===== config.mk =====
export PLATFORM = sky130hd
export DESIGN_NAME = stage_is_multi
export DESIGN_NICKNAME = d
export VERILOG_FILES = /design/src/rtl/stage_is_multi.sv
export SDC_FILE = /design/constraint.sdc
export NUM_CORES = 1
export LEC_CHECK = 0
export ABC_CLOCK_PERIOD_IN_PS = 2300
export CORE_AREA = 4 4 281 283
export CTS_BUF_LIST = sky130_fd_sc_hd__clkbuf_16
export DETAILED_ROUTE_END_ITERATION = 16
export DIE_AREA = 0 0 285 287
export PLACE_DENSITY = 0.42
export SLEW_MARGIN = 20
export SYNTH_ARGS = -nofsm -noshare
export SYNTH_HDL_FRONTEND = slang
export SYNTH_SLANG_ARGS = --single-unit

===== constraint.sdc =====
create_clock -name clock -period 2.3 [get_ports clock]
set_clock_uncertainty 0.1 [all_clocks]
set_input_delay 0.69 -clock clock [delete_from_list [all_inputs] [get_ports clock]]
set_output_delay 0.69 -clock clock [all_outputs]
set_load 0.01 [all_outputs]

===== src/rtl/stage_is_multi.sv =====
// N-lane issue stage: PRF operand read with tag-0 zeroing, IS/EX pipeline register, per-lane stall counters.
// Optional same-cycle CDB operand bypass is enabled by defining IS_CDB_FWD_EN.
module stage_is_multi #(
    parameter int ISSUE_WIDTH = 2,
    parameter int CDB_WIDTH   = 2,
    parameter int PRF_IDX_W   = 6,
    parameter int XLEN        = 32,
    parameter int ROB_IDX_W   = 5,
    parameter int PAYLOAD_W   = 64,
    parameter int STALL_CNT_W = 16
) (
    input  logic                                clock,
    input  logic                                reset,
    input  logic                                flush,
    input  logic [ISSUE_WIDTH-1:0]              rs_valid,
    input  logic [ISSUE_WIDTH*PRF_IDX_W-1:0]    rs_t1,
    input  logic [ISSUE_WIDTH*PRF_IDX_W-1:0]    rs_t2,
    input  logic [ISSUE_WIDTH*PRF_IDX_W-1:0]    rs_dest,
    input  logic [ISSUE_WIDTH*ROB_IDX_W-1:0]    rs_rob_idx,
    input  logic [ISSUE_WIDTH*PAYLOAD_W-1:0]    rs_payload,
    output logic [ISSUE_WIDTH-1:0]              is_ready,
    output logic [2*ISSUE_WIDTH*PRF_IDX_W-1:0]  prf_rd_tag,
    input  logic [2*ISSUE_WIDTH*XLEN-1:0]       prf_rd_data,
    input  logic [CDB_WIDTH-1:0]                cdb_valid,
    input  logic [CDB_WIDTH*PRF_IDX_W-1:0]      cdb_tag,
    input  logic [CDB_WIDTH*XLEN-1:0]           cdb_data,
    input  logic [ISSUE_WIDTH-1:0]              ex_ready,
    output logic [ISSUE_WIDTH-1:0]              ex_valid,
    output logic [ISSUE_WIDTH*XLEN-1:0]         ex_rs1_value,
    output logic [ISSUE_WIDTH*XLEN-1:0]         ex_rs2_value,
    output logic [ISSUE_WIDTH*PRF_IDX_W-1:0]    ex_dest,
    output logic [ISSUE_WIDTH*ROB_IDX_W-1:0]    ex_rob_idx,
    output logic [ISSUE_WIDTH*PAYLOAD_W-1:0]    ex_payload,
    output logic [ISSUE_WIDTH*STALL_CNT_W-1:0]  stall_cnt
);

    typedef enum logic {
        EMPTY = 1'b0,
        FULL  = 1'b1
    } lane_state_t;

    lane_state_t             lane_state [ISSUE_WIDTH];
    logic [XLEN-1:0]         opnd_val   [2*ISSUE_WIDTH];
    logic [ISSUE_WIDTH-1:0]  load;

    // Read port 2i carries t1 of lane i, port 2i+1 carries t2.
    always_comb begin
        prf_rd_tag = '0;
        for (int unsigned i = 0; i < ISSUE_WIDTH; i++) begin
            prf_rd_tag[(2*i)*PRF_IDX_W   +: PRF_IDX_W] = rs_t1[i*PRF_IDX_W +: PRF_IDX_W];
            prf_rd_tag[(2*i+1)*PRF_IDX_W +: PRF_IDX_W] = rs_t2[i*PRF_IDX_W +: PRF_IDX_W];
        end
    end

`ifdef IS_CDB_FWD_EN
    always_comb begin
        logic hit;
        for (int unsigned p = 0; p < 2*ISSUE_WIDTH; p++) begin
            opnd_val[p] = prf_rd_data[p*XLEN +: XLEN];
            hit = 1'b0;
            // Ascending scan with a hit flag: the lowest-index matching port wins.
            for (int unsigned c = 0; c < CDB_WIDTH; c++) begin
                if (!hit && cdb_valid[c] &&
                    cdb_tag[c*PRF_IDX_W +: PRF_IDX_W] == prf_rd_tag[p*PRF_IDX_W +: PRF_IDX_W]) begin
                    opnd_val[p] = cdb_data[c*XLEN +: XLEN];
                    hit = 1'b1;
                end
            end
            if (prf_rd_tag[p*PRF_IDX_W +: PRF_IDX_W] == '0)
                opnd_val[p] = '0;
        end
    end
`else
    logic unused_cdb;
    assign unused_cdb = ^{cdb_valid, cdb_tag, cdb_data};

    always_comb begin
        for (int unsigned p = 0; p < 2*ISSUE_WIDTH; p++) begin
            opnd_val[p] = prf_rd_data[p*XLEN +: XLEN];
            if (prf_rd_tag[p*PRF_IDX_W +: PRF_IDX_W] == '0)
                opnd_val[p] = '0;
        end
    end
`endif

    always_comb begin
        ex_valid = '0;
        is_ready = '0;
        load     = '0;
        for (int unsigned i = 0; i < ISSUE_WIDTH; i++) begin
            ex_valid[i] = (lane_state[i] == FULL);
            is_ready[i] = (lane_state[i] == EMPTY) || ex_ready[i];
            load[i]     = rs_valid[i] && is_ready[i] && !flush;
        end
    end

    always_ff @(posedge clock) begin
        if (reset) begin
            for (int unsigned i = 0; i < ISSUE_WIDTH; i++)
                lane_state[i] <= EMPTY;
            ex_rs1_value <= '0;
            ex_rs2_value <= '0;
            ex_dest      <= '0;
            ex_rob_idx   <= '0;
            ex_payload   <= '0;
            stall_cnt    <= '0;
        end else begin
            for (int unsigned i = 0; i < ISSUE_WIDTH; i++) begin
                if (lane_state[i] == FULL && !ex_ready[i] &&
                    stall_cnt[i*STALL_CNT_W +: STALL_CNT_W] != '1)
                    stall_cnt[i*STALL_CNT_W +: STALL_CNT_W] <=
                        stall_cnt[i*STALL_CNT_W +: STALL_CNT_W] + 1'b1;

                if (flush) begin
                    lane_state[i] <= EMPTY;
                end else if (load[i]) begin
                    lane_state[i]                          <= FULL;
                    ex_rs1_value[i*XLEN +: XLEN]           <= opnd_val[2*i];
                    ex_rs2_value[i*XLEN +: XLEN]           <= opnd_val[2*i+1];
                    ex_dest[i*PRF_IDX_W +: PRF_IDX_W]      <= rs_dest[i*PRF_IDX_W +: PRF_IDX_W];
                    ex_rob_idx[i*ROB_IDX_W +: ROB_IDX_W]   <= rs_rob_idx[i*ROB_IDX_W +: ROB_IDX_W];
                    ex_payload[i*PAYLOAD_W +: PAYLOAD_W]   <= rs_payload[i*PAYLOAD_W +: PAYLOAD_W];
                end else if (ex_ready[i]) begin
                    lane_state[i] <= EMPTY;
                end
            end
        end
    end

endmodule


* Word level (Yosys, flattened, before mapping) *
Memories as Yosys holds them, arrays and structs flattened.
Index checks and enable logic that the tools add are counted.

word-level totals
  word-level logic and storage cells = 78
  bits in writable memories = 2
  memories = 1
  input bits = 387
  flip-flop bits (word level) = 310

operators by class
  equal/unequal tests = 2
  reduce and logical (&&, ||, !) cells = 19
  multiplexer cells = 33
  $add $sub $neg = 2
  bitwise operators = 9

memory list
  memory      words  bits a word  rd ports  clocked after Yosys merged registers in  write ports  RTL line  text
  lane_state  2      1            2         0                                        2            42        lane_state_t lane_state [ISSUE_WIDTH];

operators with widths
  cell                                            count
  two-way mux 32 bit                              4
  adder 16 x 1 -> 16 bit (second input constant)  2
  != test 16 bit (second input constant)          2
  two-way mux 1 bit                               29
  logical NOT 6 bit                               4
  logical AND 1 bit                               8
  OR 1 bit                                        6
  AND reduction 2 bit                             2
  logical NOT 1 bit                               3
  NOT 1 bit                                       3
  logical OR 1 bit                                2

* Depth between registers and ports, before layout *
Gate-level depths: netlist (run 1).

  depth in word-level cells = 10
  mapped depth = 8

* Least setup slack after synthesis (run 1) *
No wires, ideal clock.

  path kind = input -> register
  from = input port ex_ready[1]
  to = register stall_cnt[31]
  slack = -41 ps
  buffers on the path = 0
  required time = 2079 ps
  arrival time = 2120 ps
  stages = 5
  cells stage by stage = nor2b_1 -> inv_1 -> or4_1 -> nor4_1 -> mux2_2

between the ends
  word-level cells in the longest chain between the ends = 3

RTL lines
  what                             RTL line  text
  start, declared                  27        input logic [ISSUE_WIDTH-1:0] ex_ready,
  logical NOT 1 bit                109       if (lane_state[i] == FULL && !ex_ready[i] &&
  logical AND 1 bit (2 in series)  109
  end signal, assigned by index    111       stall_cnt[i*STALL_CNT_W +: STALL_CNT_W] <=
  end, declared                    34        output logic [ISSUE_WIDTH*STALL_CNT_W-1:0] stall_cnt

No other way between the ends.
A chain may end at the register's enable or synchronous reset.

* Worst setup path in the final report (run 1) *
  from = input port rs_t2[10]
  to = output port prf_rd_tag[22]

RTL lines
  what             RTL line  text
  start, declared  17        input logic [ISSUE_WIDTH*PRF_IDX_W-1:0] rs_t2,
  end, declared    22        output logic [2*ISSUE_WIDTH*PRF_IDX_W-1:0] prf_rd_tag,

No word-level cell between the ends.

==> flow_summary_export.csv, run 1 <==
group,metric,value,unit
clock_tree,post-cts-setup-buffers,0,
pwr,combinationalPowerShare,0.142,
pwr,leakage,8.01,nW
yosys,synth-seq-area-share,0.540,
floorplanning,die_x,285,um
yosys,syn_area,0.0116,mm2
sta,setup_violations,0,
route,dr.pass1.iters,6,
critical_path,path_delay_family,"buffers and inverters",
yosys,syn_nets,1849,
pwr,p_int,10.4,mW
sta,finalCriticalPeriod,2.27,ns
sta,max_freq,440,MHz
critical_path,crit_path_max_incr_delay,0.53,ns
floorplanning,core.rowCount,102,
yosys,synthArstFlopShare,0,
clock_tree,cts.sinks,312,
placement,place_congestion,0.819,
critical_path,slowest_stage,"clkdlybuf4s50_1",
sta,relSlewSlack,0.483,
cells_and_area,num-nets-final,2507,
critical_path,critPathKind,"input port to output pin",
route,routed_wirelength,50700,um
clock_tree,cts_buffers,40,
floorplanning,initial_core_util,0.151,
yosys,syn_avg_cell_area,7.95,um2
grt,antenna_found_initial,0,
critical_path,critPathBufInv,2,
placement,numPortBuffers,646,
floorplanning,die_h,287,um
sta,period_share,0.989,
yosys,ys_ff_latch,312,
pwr,peakVddDrop,0.472,mV
clock_tree,cts_buffer_depth,3,
grt,grt_pass1_wl,76700,um
status,status,"complete, no violations",
placement,dp_hpwl,38000,um
route,drc_errors,0,
yosys,synth_edf_count,2,
clock_tree,cts-root-buf,"clkbuf_16",
pwr,power_switching,3.37,mW
grt,grt_pass1_vias,12800,
route,dr.first_iter.drc_count,526,
run,maxCapViolations,0,
critical_path,crit_path_max_fanout,2,
sta,tightest_slew,0.767,ns
floorplanning,io_pins,725,
sta,slew_viol_final,0,
floorplanning,die-area,0.0818,mm2
pwr,p_per_area,656,mW/mm2
yosys,syn_inst,1460,
cells_and_area,post-route-util,0.274,
yosys,synthDistinctLibCells,39,
yosys,synth_warnings,0,
clock_tree,cts_max_level,2,
critical_path,path_cells,"clkdlybuf4s50_1, clkdlybuf4s15_1",
cells_and_area,diodes,0,
cells_and_area,syn2layout_area_growth,81.3,%
cells_and_area,layout-drive-gt1-share,0.0866,
cells_and_area,stdcell_count,3188,
sta,hold_violations,0,
grt,grt-ovfl-total,0,
critical_path,worstPathArrival,1.48,ns
floorplanning,core,0.0767,mm2
route,num_vias,12500,
critical_path,endpoint_kind,"output pin",
pwr,p_clk_frac,0.440,
critical_path,cp-start-kind,"input port",
pwr,p_seq_frac,0.418,
yosys,synthFlopType,"dfxtp_1",
clock_tree,cts_tree,"built",
pwr,switching_share,0.244,
clock_tree,clk_pin_slew_worst_paths,0.06,ns
clock_tree,cts_hold_buf,0,
route,avgViaCountPerCell,3.92,
min_path,hold_class,"flip-flop to flip-flop",
sta,rsz0062_at_grt,"no",
route,ant_nets,0,
placement,dp.cells,3116,
grt,grt_max_degree,59,
critical_path,required,1.51,ns
route,wl_per_cell,15.9,um
grt,track_usage,0.117,
clock_tree,clk_latency,0.53,ns
## cell type report
class	instances	area, um2
clock buffer	41	1030
clock inverter	31	234
fill	8234	55700
inverter	9	33.8
multi-input combinational	1000	4690
sequential	312	6270
tap	1040	1300
timing repair buffer	755	7480
## per-stage QoR
step                      instance area [um2]  setup slack [ns]  total power, mW  hold WS, ns  TNS, ns
final                                   21000            0.0260             13.8        0.348        0
after global routing                    21000          0.000421             14.5        0.368        0
after CTS                               21000          0.000516             14.2        0.350        0
after detailed placement                19800            -0.529             7.91        0.341   -72.97
after global placement                  19800            -0.536             7.90        0.338   -72.26
after floorplan                         11600           0.00800             6.53        0.376        0
## power groups by stage
stage	combinational, mW	clock (mW)	sequential, mW
global route	2.12	6.57	5.80
CTS	2.00	6.39	5.77
floorplan	0.547	0	5.99
global placement	2.02	0	5.88
finish	1.95	6.07	5.77
detailed placement	2.03	0	5.89
## logic make-up (layout without fill, tap and decap cells)
| group | Yosys count | after routing | share of synthesized area |
|---|---|---|---|
| simple gates | 657 | 657 | 0.245 |
| compound gates | 336 | 336 | 0.150 |
| flops | 312 | 312 | 0.540 |
| buf+inv | 148 | 836 | 0.0586 |
| mux | 3 | 3 | 0.00280 |
| fa+ha+maj | 2 | 2 | 0.00216 |
| xor+xnor | 2 | 2 | 0.00151 |
## routing by layer
layer | share of wire | vias to the layer above | global-route usage
li1 | - | 6224 | -
met1 | 0.40 | 5774 | 0.132
met2 | 0.49 | 432 | 0.209
met3 | 0.086 | 65 | 0.0426
met4 | 0.023 | 0 | 0.0332
met5 | 0 | - | 0
## worst paths after layout
kind,startpoint,endpoint,slack [ns],cells after the start
max,rs_t2[10],prf_rd_tag[22],0.03,2
min,ex_rs1_value[47],ex_rs1_value[47],0.35,2
max reg2reg,stall_cnt[0],stall_cnt[1],0.20,6
min reg2reg,ex_rs1_value[47],ex_rs1_value[47],0.35,2
## placed cells by master (no fill, tap or decap), types with 11 or more instances in the layout
cell,n
nand2_1,441
dlymetal6s2s_1,18
or3_1,13
dlygate4sd2_1,90
o21ai_0,16
or4_1,11
buf_4,88
buf_12,21
a21oi_1,302
nand3_1,134
dfxtp_1,307
inv_1,15
nor2_1,12
clkdlybuf4s50_1,533
clkbuf_16,41
## Yosys cell counts (4+ instances only)
cell        n  area (um2)
o31ai_1     9        67.6
buf_4      26         195
dfxtp_1   310        6210
nand2_1   441        1660
o21ai_0    16        80.1
buf_2      22         110
nor2b_1     4        25.0
inv_1       9        33.8
nor3_1     10        50.1
nor2_1     12        45.0
or3_1      15        93.8
or4_1      11        82.6
nand3_1   134         671
a21oi_1   302        1510
nand4_1    10        62.6
clkbuf_1   89         334
nor4_1      8        50.1
## sequential cells by signal, summed over array words and instances, names as in the netlist
signal	count
ex_dest	12
ex_payload	128
ex_rob_idx	10
ex_rs1_value	64
ex_rs2_value	64
lane_state	2
stall_cnt	32
## worst min-delay path, cell delays in order, from the launching register on
cell     delay [ns]
dfxtp_1        0.31
nand2_1        0.05
a21oi_1        0.05
## what timing repair did
action | 4_1_cts | 5_1_grt
endpoints found under the setup margin | 92 | 19
resized for setup | 106 | 20
endpoints found under the hold margin | 0 | 0
Note: power is estimated with default switching activity, not from simulation.
==> inputs of run 2 (changes only) <==
Settings changed: CELL_PAD_IN_SITES_DETAIL_PLACEMENT from default to 0, CELL_PAD_IN_SITES_GLOBAL_PLACEMENT from default to 1, CORE_AREA 4 4 281 283 to 4 4 282 284, DIE_AREA 0 0 285 287 to 0 0 286 288, PLACE_DENSITY 0.42 to default, PLACE_DENSITY_LB_ADDON from default to 0.1.
==> run 2 against run 1 <==
Compared with the run above:
- sequential power about the same
- critical endpoint is now prf_rd_tag[20]
- critical path depth did not move
- combinational power about the same
- die area up 0.70%
- highest routed layer is now met5
- wire length rose by 16%
- register-to-register slack hardly changed
- sequential cell count did not move
- clock power up 7.2%
==> flow_summary_export.csv, run 2 (synthesis results as in run 1) <==
group,metric,value,unit
status,status,"complete, no violations",
min_path,hold_class,"flip-flop to flip-flop",
route,num_vias,12500,
critical_path,slowest_stage,"clkdlybuf4s50_1",
cells_and_area,post-route-util,0.273,
floorplanning,die_x,286,um
cells_and_area,layout-drive-gt1-share,0.0854,
clock_tree,cts-root-buf,"clkbuf_16",
clock_tree,cts.sinks,312,
clock_tree,cts_max_level,2,
critical_path,cp-start-kind,"input port",
grt,grt_max_degree,57,
cells_and_area,num-nets-final,2508,
pwr,peakVddDrop,0.433,mV
route,ant_nets,0,
floorplanning,initial_core_util,0.151,
cells_and_area,largest_register_ff_count,128,
critical_path,critPathBufInv,2,
critical_path,crit_path_max_incr_delay,0.49,ns
sta,fin_ws,0.0502,ns
cells_and_area,largest-register,"ex_payload",
sta,max_freq,444,MHz
sta,slew_viol_final,0,
clock_tree,cts_buffer_depth,3,
floorplanning,core,0.0771,mm2
grt,track_usage,0.136,
run,maxCapViolations,0,
route,dr.pass1.iters,4,
clock_tree,cts_tree,"built",
cells_and_area,top_regs,"ex_payload (128), ex_rs1_value (64), ex_rs2_value (64)",
critical_path,crit_path_max_fanout,2,
route,dr.first_iter.drc_count,514,
grt,busiest_layer,"met2",
sta,hold_violations,0,
critical_path,worstPathArrival,1.46,ns
grt,antenna_found_initial,11,
route,wl_per_cell,18.5,um
sta,period_share,0.978,
route,routed_wirelength,59000,um
sta,whs,0.345,ns
grt,grt_pass1_wl,85500,um
placement,dp.cells,3108,
critical_path,rrSetupSlack,0.21,ns
floorplanning,die_h,288,um
sta,finalCriticalPeriod,2.25,ns
grt,grt_pass1_vias,12800,
route,drc_errors,0,
clock_tree,cts_buffers,44,
cells_and_area,stdcell_count,3198,
critical_path,path_delay_family,"buffers and inverters",
grt,grt_use_met1,0.151,
clock_tree,clk_pin_slew_worst_paths,0.05,ns
grt,grt.met2_usage,0.236,
clock_tree,clk_latency,0.55,ns
cells_and_area,layout_commonest_cell,"nand2_1",
placement,numPortBuffers,646,
sta,rsz0062_at_grt,"no",
critical_path,path_cells,"clkdlybuf4s50_1, dlygate4sd2_1",
critical_path,critPathKind,"input port to output pin",
critical_path,endpoint_kind,"output pin",
pwr,leakage,9.26,nW
sta,setup_violations,0,
grt,grt-ovfl-total,0,
placement,dp_hpwl,44100,um
clock_tree,cts_hold_buf,0,
floorplanning,io_pins,725,
sta,tightest_slew,0.535,ns
cells_and_area,layout_common_cells,"441 x nand2_1, 371 x clkdlybuf4s50_1, 307 x dfxtp_1",
floorplanning,core.rowCount,102,
grt,grt.met3_usage,0.0618,
sta,relSlewSlack,0.642,
placement,place_ws,-0.554,ns
cells_and_area,syn2layout_area_growth,81.6,%
route,avgViaCountPerCell,3.92,
critical_path,required,1.51,ns
placement,place_congestion,0.745,
floorplanning,die-area,0.0824,mm2
pwr,p_per_area,673,mW/mm2
run 2: worst paths after layout:
path,start,end,depth (start not counted)
setup reg to reg,lane_state[1],stall_cnt[31],5
setup / recovery,rs_t2[8],prf_rd_tag[20],2
hold / removal,ex_rs2_value[62],ex_rs2_value[62],2
hold reg to reg,ex_rs2_value[62],ex_rs2_value[62],2
run 2: layout make-up:
| type | instances | area, um2 |
|---|---|---|
| inverter | 9 | 33.8 |
| multi-input combinational | 1000 | 4700 |
| clock buffer | 45 | 1130 |
| tap | 1040 | 1300 |
| fill | 8550 | 56000 |
| timing repair buffer | 752 | 7400 |
| clock inverter | 36 | 233 |
| antenna | 4 | 10.0 |
| sequential | 312 | 6270 |
run 2: report_power, final:
group / total [mW] / internal, mW / switching, mW
combinational: 1.92 / 1.04 / 0.879
sequential: 5.76 / 5.65 / 0.112
clock: 6.51 / 3.86 / 2.65
total: 14.2 / 10.5 / 3.65
run 2: what timing repair did:
| action | 4_1_cts | 5_1_grt |
|---|---|---|
| pin swaps | 0 | 0 |
| setup endpoints to repair | 215 | 60 |
| cloned | 0 | 0 |
| hold endpoints to repair | 0 | 0 |
| gates resized for setup | 230 | 59 |
| buffers inserted | 3 | 2 |
run 2: through the flow:
stage / setup TNS (ns) / total power [mW] / instance area, um2
final: 0 / 14.2 / 21100
after floorplan: 0 / 6.53 / 11600
after global placement: -73.29 / 7.95 / 19800
after CTS: 0 / 14.6 / 20900
after global routing: 0 / 15.0 / 21100
after detailed placement: -73.21 / 7.96 / 19800
run 2: metal layers:
layer | wire length, um | up-vias
met4 | 1060 | 10
met5 | 61 | -
met2 | 29200 | 429
met3 | 6030 | 78
li1 | - | 6237
met1 | 22600 | 5792
==> inputs of run 3 (changes only) <==
Settings changed: CAP_MARGIN from default to 15.
==> results of run 3 <==
Same layout as run 2: the final DEF is identical, and so are final timing and power.
